<file path="src/rtl/ddr3_cmd_decoder.sv">
// rtl/ddr3_cmd_decoder.sv - DDR3 command bus decoder with bank, mode-register and init tracking
module ddr3_cmd_decoder #(
  parameter int BA_BITS   = 3,
  parameter int ADDR_BITS = 14,
  parameter int ROW_BITS  = 14,
  parameter int TRCD      = 6,
  parameter int TRP       = 6,
  parameter int TMRD      = 4
) (
  input  logic                    ck,
  input  logic                    rst_n,
  input  logic                    cke,
  input  logic                    cs_n,
  input  logic                    ras_n,
  input  logic                    cas_n,
  input  logic                    we_n,
  input  logic [BA_BITS-1:0]      ba,
  input  logic [ADDR_BITS-1:0]    addr,
  output logic                    cmd_valid,
  output logic [3:0]              cmd_code,
  output logic [BA_BITS-1:0]      cmd_ba,
  output logic [ADDR_BITS-1:0]    cmd_addr,
  output logic [ADDR_BITS-1:0]    mr0,
  output logic [ADDR_BITS-1:0]    mr1,
  output logic [ADDR_BITS-1:0]    mr2,
  output logic [ADDR_BITS-1:0]    mr3,
  output logic [2**BA_BITS-1:0]   bank_active,
  output logic [ROW_BITS-1:0]     open_row,
  output logic                    init_done,
  output logic                    err_valid,
  output logic [2:0]              err_code
);

  localparam int NB = 2**BA_BITS;
  localparam int TW = 8;

  localparam logic [3:0] C_MRS = 4'd0;
  localparam logic [3:0] C_REF = 4'd1;
  localparam logic [3:0] C_PRE = 4'd2;
  localparam logic [3:0] C_ACT = 4'd3;
  localparam logic [3:0] C_WR  = 4'd4;
  localparam logic [3:0] C_RD  = 4'd5;
  localparam logic [3:0] C_ZQ  = 4'd6;

  typedef enum logic [1:0] {B_IDLE, B_ACTIVATING, B_ACTIVE, B_PRECHARGING} bank_state_e;

  bank_state_e              state_q [NB];
  bank_state_e              state_d [NB];
  logic [TW-1:0]            timer_q [NB];
  logic [TW-1:0]            timer_d [NB];
  logic [ROW_BITS-1:0]      row_q   [NB];
  logic [ROW_BITS-1:0]      row_d   [NB];
  logic [ADDR_BITS-1:0]     mr_q    [4];
  logic [ADDR_BITS-1:0]     mr_d    [4];
  logic [3:0]               mr_wr_q, mr_wr_d;
  logic [TW-1:0]            mrd_q, mrd_d;
  logic                     init_q, init_d;

  logic                     is_cmd;
  logic [3:0]               code;
  logic [2:0]               err;
  logic                     all_idle;
  logic                     mrd_busy;
  bank_state_e              tgt;

  // Decode the pins and pick the lowest applicable error; bank rules only apply once init is done
  always_comb begin
    is_cmd   = cke && !cs_n && !(ras_n && cas_n && we_n);
    code     = {1'b0, ras_n, cas_n, we_n};
    tgt      = state_q[ba];
    mrd_busy = (mrd_q != '0);
    all_idle = 1'b1;
    for (int b = 0; b < NB; b++) begin
      if (state_q[b] != B_IDLE) all_idle = 1'b0;
    end
    err = 3'd0;
    if (!init_q && (code == C_REF || code == C_PRE || code == C_ACT || code == C_WR || code == C_RD)) begin
      err = 3'd4;
    end else begin
      case (code)
        C_ACT:       if (tgt != B_IDLE) err = 3'd1; else if (mrd_busy) err = 3'd3;
        C_WR, C_RD:  if (tgt != B_ACTIVE) err = 3'd2; else if (mrd_busy) err = 3'd3;
        C_MRS, C_REF: if (!all_idle || mrd_busy) err = 3'd3;
        C_PRE, C_ZQ: if (mrd_busy) err = 3'd3;
        default: ;
      endcase
    end
  end

  // Next state: timers count every cycle; a legal command overrides its bank's countdown
  always_comb begin
    for (int b = 0; b < NB; b++) begin
      state_d[b] = state_q[b];
      timer_d[b] = timer_q[b];
      row_d[b]   = row_q[b];
      case (state_q[b])
        B_ACTIVATING: begin
          if (timer_q[b] <= TW'(1)) begin
            state_d[b] = B_ACTIVE;
            timer_d[b] = '0;
          end else begin
            timer_d[b] = timer_q[b] - TW'(1);
          end
        end
        B_PRECHARGING: begin
          if (timer_q[b] <= TW'(1)) begin
            state_d[b] = B_IDLE;
            timer_d[b] = '0;
          end else begin
            timer_d[b] = timer_q[b] - TW'(1);
          end
        end
        default: ;
      endcase
    end
    for (int i = 0; i < 4; i++) mr_d[i] = mr_q[i];
    mr_wr_d = mr_wr_q;
    init_d  = init_q;
    mrd_d   = mrd_busy ? mrd_q - TW'(1) : '0;
    if (is_cmd && err == 3'd0) begin
      case (code)
        C_MRS: begin
          mr_d[ba[1:0]]    = addr;
          mr_wr_d[ba[1:0]] = 1'b1;
          mrd_d            = TW'(TMRD - 1);
        end
        C_ACT: begin
          row_d[ba]   = addr[ROW_BITS-1:0];
          state_d[ba] = (TRCD > 1) ? B_ACTIVATING : B_ACTIVE;
          timer_d[ba] = TW'(TRCD - 1);
        end
        C_PRE: begin
          for (int b = 0; b < NB; b++) begin
            if ((addr[10] || BA_BITS'(b) == ba) &&
                (state_q[b] == B_ACTIVATING || state_q[b] == B_ACTIVE)) begin
              state_d[b] = (TRP > 1) ? B_PRECHARGING : B_IDLE;
              timer_d[b] = TW'(TRP - 1);
            end
          end
        end
        C_WR, C_RD: begin
          if (addr[10]) begin
            state_d[ba] = (TRP > 1) ? B_PRECHARGING : B_IDLE;
            timer_d[ba] = TW'(TRP - 1);
          end
        end
        C_ZQ: if (addr[10] && (&mr_wr_q)) init_d = 1'b1;
        default: ;
      endcase
    end
  end

  // Tracking state register
  always_ff @(posedge ck or negedge rst_n) begin
    if (!rst_n) begin
      for (int b = 0; b < NB; b++) begin
        state_q[b] <= B_IDLE;
        timer_q[b] <= '0;
        row_q[b]   <= '0;
      end
      for (int i = 0; i < 4; i++) mr_q[i] <= '0;
      mr_wr_q <= '0;
      mrd_q   <= '0;
      init_q  <= 1'b0;
    end else begin
      for (int b = 0; b < NB; b++) begin
        state_q[b] <= state_d[b];
        timer_q[b] <= timer_d[b];
        row_q[b]   <= row_d[b];
      end
      for (int i = 0; i < 4; i++) mr_q[i] <= mr_d[i];
      mr_wr_q <= mr_wr_d;
      mrd_q   <= mrd_d;
      init_q  <= init_d;
    end
  end

  // Registered command/error report; fields hold their last value between commands
  always_ff @(posedge ck or negedge rst_n) begin
    if (!rst_n) begin
      cmd_valid <= 1'b0;
      cmd_code  <= '0;
      cmd_ba    <= '0;
      cmd_addr  <= '0;
      err_valid <= 1'b0;
      err_code  <= '0;
    end else begin
      cmd_valid <= is_cmd;
      err_valid <= is_cmd && (err != 3'd0);
      if (is_cmd) begin
        cmd_code <= code;
        cmd_ba   <= ba;
        cmd_addr <= addr;
        err_code <= err;
      end
    end
  end

  // Bank activity view and open row of the last reported bank
  always_comb begin
    for (int b = 0; b < NB; b++) begin
      bank_active[b] = (state_q[b] == B_ACTIVATING) || (state_q[b] == B_ACTIVE);
    end
    open_row = bank_active[cmd_ba] ? row_q[cmd_ba] : '0;
  end

  assign mr0       = mr_q[0];
  assign mr1       = mr_q[1];
  assign mr2       = mr_q[2];
  assign mr3       = mr_q[3];
  assign init_done = init_q;

endmodule

</file>
<file path="config.mk">
export PLATFORM = sky130hd
export DESIGN_NAME = ddr3_cmd_decoder
export DESIGN_NICKNAME = d
export VERILOG_FILES = /design/src/rtl/ddr3_cmd_decoder.sv
export SDC_FILE = /design/constraint.sdc
export NUM_CORES = 1
export LEC_CHECK = 0
export ABC_AREA = 0
export CORE_ASPECT_RATIO = 1.2
export CORE_MARGIN = 2
export CORE_UTILIZATION = 63
export DETAILED_ROUTE_END_ITERATION = 8
export GPL_TIMING_DRIVEN = 0
export MAX_ROUTING_LAYER = met4
export PLACE_DENSITY = 0.95
export SLEW_MARGIN = 20
export SYNTH_ARGS = -nofsm -noshare
export SYNTH_HDL_FRONTEND = slang
export SYNTH_SLANG_ARGS = --single-unit
</file>
<file path="constraint.sdc">
create_clock -name ck -period 8.15 [get_ports ck]
set_input_delay 1.63 -clock ck [delete_from_list [all_inputs] [get_ports ck]]
set_output_delay 1.63 -clock ck [all_outputs]
set_load 0.005 [all_outputs]
</file>
Word-level counts from Yosys, hierarchy flattened

Index checks and enable logic that the tools add are counted.

Flip-flop bits (word level): 286
Memory bits (read-only): 0
Latch bits: 0
Bits in writable memories: 0
Memories: 0
Output and inout port bits: 105
Bits of input ports: 24

Order comparisons: 16
Reduce and logical (&&, ||, !) cells: 74
Bitwise operators: 11
Equality and inequality tests: 38
Div/mod/pow operators: 0
Shift-type cells: 0
Add/subtract/negate cells: 9
Muxes and demuxes: 100
Multiply operators: 0

Operator list:

| operator            | count |
|---|---|
| $mux 8              | 28 |
| $pmux 64 s3         | 1 |
| $mux 64             | 2 |
| $bwmux 112          | 1 |
| $sub 8x1->8 const B | 9 |
| $mux 14             | 5 |
| $le 8x1->1 const B  | 8 |
| $mux 2              | 31 |
| $bwmux 56           | 1 |
| $and 48x48->48      | 1 |
| $not 48->48         | 1 |
| $pmux 16 s3         | 1 |
| $bmux 14 s3         | 1 |
| $demux 14 s3        | 1 |
| $eq 2x2->1 const B  | 16 |
| $mux 16             | 2 |
| $or 16x16->16       | 2 |
| $pmux 2 s2          | 8 |
| $demux 14 s2        | 1 |
| $demux 8 s3         | 1 |
| $reduce_or 2->1     | 11 |
| $logic_or 1x1->1    | 21 |
| $logic_and 1x1->1   | 19 |
| $reduce_bool 2->1   | 9 |
| other kinds (36)    | 67 |

Longest topological paths before layout

Depth after elaboration: 17
Gate-level depth with buffers: 12
Mapped depth without buffers: 9

Worst setup path after synthesis

No wires, ideal clock.

Path type: input to register
Start point: input ba[0]
End point: register mr_q (netlist bit mr3[4])
Cell stages on the path: 8
Data arrival time: 4.140 ns
Slack: 3.885 ns
Path through: buf_6 -> or4_1 -> o2111ai_1 -> mux2i_1 -> a21oi_1 -> nor4_4 -> buf_2 -> mux2_2

Longest elaborated chain between the ends: 11
Elaborated cells on any way between the ends: 20
Classes of those cells: order compare (2); eq/ne (1); mux (10); bitwise (2); reduce/logical (5)

RTL lines:

| what                                                   | RTL line | source |
|---|---|---|
| from (decl)                                            | 17       | `input logic [BA_BITS-1:0] ba,` |
| $not 3->4 (implied by the code)                        | 70       | `tgt = state_q[ba];` |
| $bmux 2 s3                                             | 70       |  |
| $mux 2 (implied by the code) (2 in series)             | 70       |  |
| $ne 2x2->1 / $reduce_bool 2->1 (equally long branches) | 82, 81   |  |
| $mux 2, on equally long branches                       | 82, 81   |  |
| $pmux 2 s4                                             | 80       | `case (code)` |
| $mux 3                                                 | 77       | `if (!init_q && (code == C_REF \|\| code == C_PRE \|\| code == C_ACT \|\| code == C_WR \|\| code == C_RD)) begin` |
| $logic_not 3->1                                        | 120      | `if (is_cmd && err == 3'd0) begin` |
| $logic_and 1x1->1                                      | 120      |  |
| $reduce_and 2->1 (no line)                             | n/a      |  |
| to (decl)                                              | 53       | `logic [ADDR_BITS-1:0] mr_q [4];` |

Several ways; a longest one is shown, not always the timed one. The select of a mux whose other input is x is not followed.
A chain may end at the register's enable or synchronous reset.

Final worst setup path

Start point: register cmd_ba[0]
End point: output open_row[12]

Longest elaborated chain between the ends: 5
Elaborated cells on any way between the ends: 7
Classes of those cells: mux (6); bitwise (1)

RTL lines:

| what                                        | RTL line | source |
|---|---|---|
| from (decl)                                 | 21       | `output logic [BA_BITS-1:0] cmd_ba,` |
| from (signal assigned)                      | 183      | `cmd_ba <= '0;` |
| from (signal assigned)                      | 192      | `cmd_ba <= ba;` |
| $not 3->4 (implied by the code)             | 204      | `open_row = bank_active[cmd_ba] ? row_q[cmd_ba] : '0;` |
| $bmux 14 s3                                 | 204      |  |
| $mux 14 (implied by the code) (2 in series) | 204      |  |
| $mux 14 *                                   | 204      |  |
| to (decl)                                   | 28       | `output logic [ROW_BITS-1:0] open_row,` |

Mark *: on every way between the ends. The rest lies on a longest branch, timed or not. The select of a mux whose other input is x is not followed.

==> results_dict.tcl <==
set metrics [dict create \
    nets 1506 \
    wl_met3_mm 2.418 \
    layout_setup_ws_ns 2.363 \
    clockRootBuffer "clkbuf_16" \
    drtAntennaViolNets 0 \
    wl_mm 40.51 \
    fmax_ghz 0.1728 \
    diodes 0 \
    routed-wl-met2_mm 21.28 \
    start_kind "flip-flop" \
    tightest_slew_ns 0.9707 \
    clock-skew-final_ns 0.009500 \
    vias 11120 \
    synth_ff_type "dfrtp_1" \
    grt_usage_pct 34.32 \
    post-cts-setup-buffers 0 \
    die_height_um 172.4 \
    outcome "finished clean" \
    avgSynthCellArea_um2 11.65 \
    areaGrowthSynthToFinish_pct 17.78 \
    relSlewSlack_pct 34.69 \
    utilization_pct 75.59 \
    num_rows 61 \
    antenna_found_initial 0 \
    place_hpwl_mm 27.72 \
    via_per_inst 6.279 \
    cp-end-kind "output pin" \
    synth-edff-count 0 \
    grt_max_degree 104 \
    yosysMostFrequentCell "dfrtp_1" \
    ios 129 \
    core_region_area_um2 23200 \
    drt_iter0_markers 1025 \
    fin_crit_sh_pct 71.00 \
    hold_buffers 0 \
    cts-buffers-inserted 29 \
    yosysWarnings 0 \
    maxSlewViolCount 0 \
    async_reset_ff_share_pct 100.0 \
    ys_top_cells_by_count "dfrtp_1 (286), nand2_1 (116), nor2_1 (102), mux2_2 (89), mux2_4 (80)" \
    synth-seq-cells 286 \
    highest_layer "met4" \
    peakVddDrop_mv 0.2506 \
    fin_crit_ns 5.787 \
    wl_met1_mm 14.79 \
    yosysTopAreaCell "dfrtp_1" \
    drtPass1Iterations 7 \
    die_area_um2 24890 \
    avgRoutedWirePerCell_um 22.88 \
    syn-cell-area_um2 14890 \
    cap_viol_max_count 0 \
    final-setup-viol-count 0 \
    start_util_pct 64.18 \
    clock-sinks 286 \
    drc 0 \
    grt-ovfl-total 0 \
    clk_pin_slew_ns 0.06 \
    ctsResizeCount 0 \
    port_buffers 125 \
    grt_pass1_wl_mm 63.55 \
    hold_viol_final 0 \
    first_global_vias 11692 \
    place.gp.congestion 0.9943 \
    finalPower_mw 4.732 \
    drive_above_1_share_pct 21.15 \
    synthTopCellsByArea "dfrtp_1 (48%), mux2_4 (8.1%), mux2_2 (6.7%)" \
    required_ns 6.52 \
    yosysTopAreaCellShare_pct 48.06 \
    crit_type "flip-flop to output pin" \
    cp_max_fo 10 \
    rsz0062_at_grt "no" \
    syn_inst 1278 \
    htree_levels 1 \
    syn-num-nets 1347 \
    dieWidth_um 144.4 \
    cts_buffer_depth 3 \
    cellPowerDensity_nw_per_um2 269.8 \
    synth_cell_types 66 \
    worstSkewPairLatency_ns 0.55 \
    arrival_ns 4.16 \
    reg2reg_slack_ns 4.43 \
    cts_tree "done" \
    synth-seq-area-share_pct 48.06 \
    p_leak_nw 7.898 \
    hold_class "flip-flop to flip-flop" \
    pre_cts_slack_ns 2.602 \
]
## per-layer routing
metal / global-route usage (%) / up-vias
li1: - / 4817
met1: 38.55 / 5596
met2: 60.21 / 543
met3: 5.400 / 164
met4: 15.91 / 0
met5: - / -
## worst paths after layout
kind | endpoint | startpoint | cells after the start
max in group asynchronous | row_q[91] | rst_n | 4
worst max register to register | mr3[10] | mrd_q[0] | 9
min in group asynchronous | timer_q[14] | rst_n | 1
worst min register to register | mr_wr_q[2] | mr_wr_q[2] | 1
worst max-delay path | open_row[12] | cmd_ba[0] | 7
worst min-delay path | mr_wr_q[2] | mr_wr_q[2] | 1
## flip-flops by register name, indices dropped and copies added (netlist names), 14 cells and up
register  count
mr3          14
mr1          14
mr0          14
row_q       112
state_q      16
timer_q      64
cmd_addr     14
mr2          14
## placed cells by master, fill, tap and decap left out, drive strengths merged, types with 29 or more instances in the layout
cell type        n
inv             47
mux2           169
nand2          116
clkdlybuf4s50  124
mux4            29
ha              45
buf             33
a21oi           74
xnor2           36
o21ai           60
dfrtp          286
nor2           103
clkbuf          85
nor3            39
## per-stage QoR
stage	cell area [um^2]	setup TNS, ns	hold WS (ns)	cells
3_5_place_dp	16620	0	0.4617	1721
6_report	17540	0	0.4850	1771
5_1_grt	17540	0	0.5099	1771
4_1_cts	17530	0	0.4827	1771
3_3_place_gp	16540	-1833.20	0.4527	1718
2_1_floorplan	14890	0	0.4392	1278
## where the power goes
part | leakage, nW | switching [mW] | internal [mW]
clock | 0.448 | 0.557 | 0.734
sequential | 3.82 | 0.275 | 1.69
combinational | 3.63 | 0.813 | 0.662
total | 7.90 | 1.64 | 3.09
## worst max-delay path: stages, from the launching register on
cell             delay (ns)
dfrtp_1                0.41
clkbuf_1               0.38
buf_1                  0.63
buf_1                  0.70
mux4_2                 0.64
nand3_1                0.15
o21ai_0                0.16
clkdlybuf4s50_1        0.53
## cell families after synthesis
group,count (synthesis),synth area share [%]
flip-flops,286,48.06
AO/OA/AOI/OAI,193,7.932
other,1,0.02518
XOR/XNOR,46,2.705
adder cells (fa/ha/maj),45,3.781
AND/OR/NAND/NOR,382,13.43
buffers and inverters,121,4.487
multiplexers,204,19.58
## layout make-up
cell class	count	area, um^2
Buffer	74	491.7
Fill cell	1444	5663
Multi-Input combinational cell	871	7074
Tap cell	315	394.1
Sequential cell	286	7157
Timing Repair Buffer	128	1339
Clock buffer	40	827.0
Clock inverter	10	80.08
Inverter	47	176.4
No activity file was read; power rests on OpenSTA's default activity.
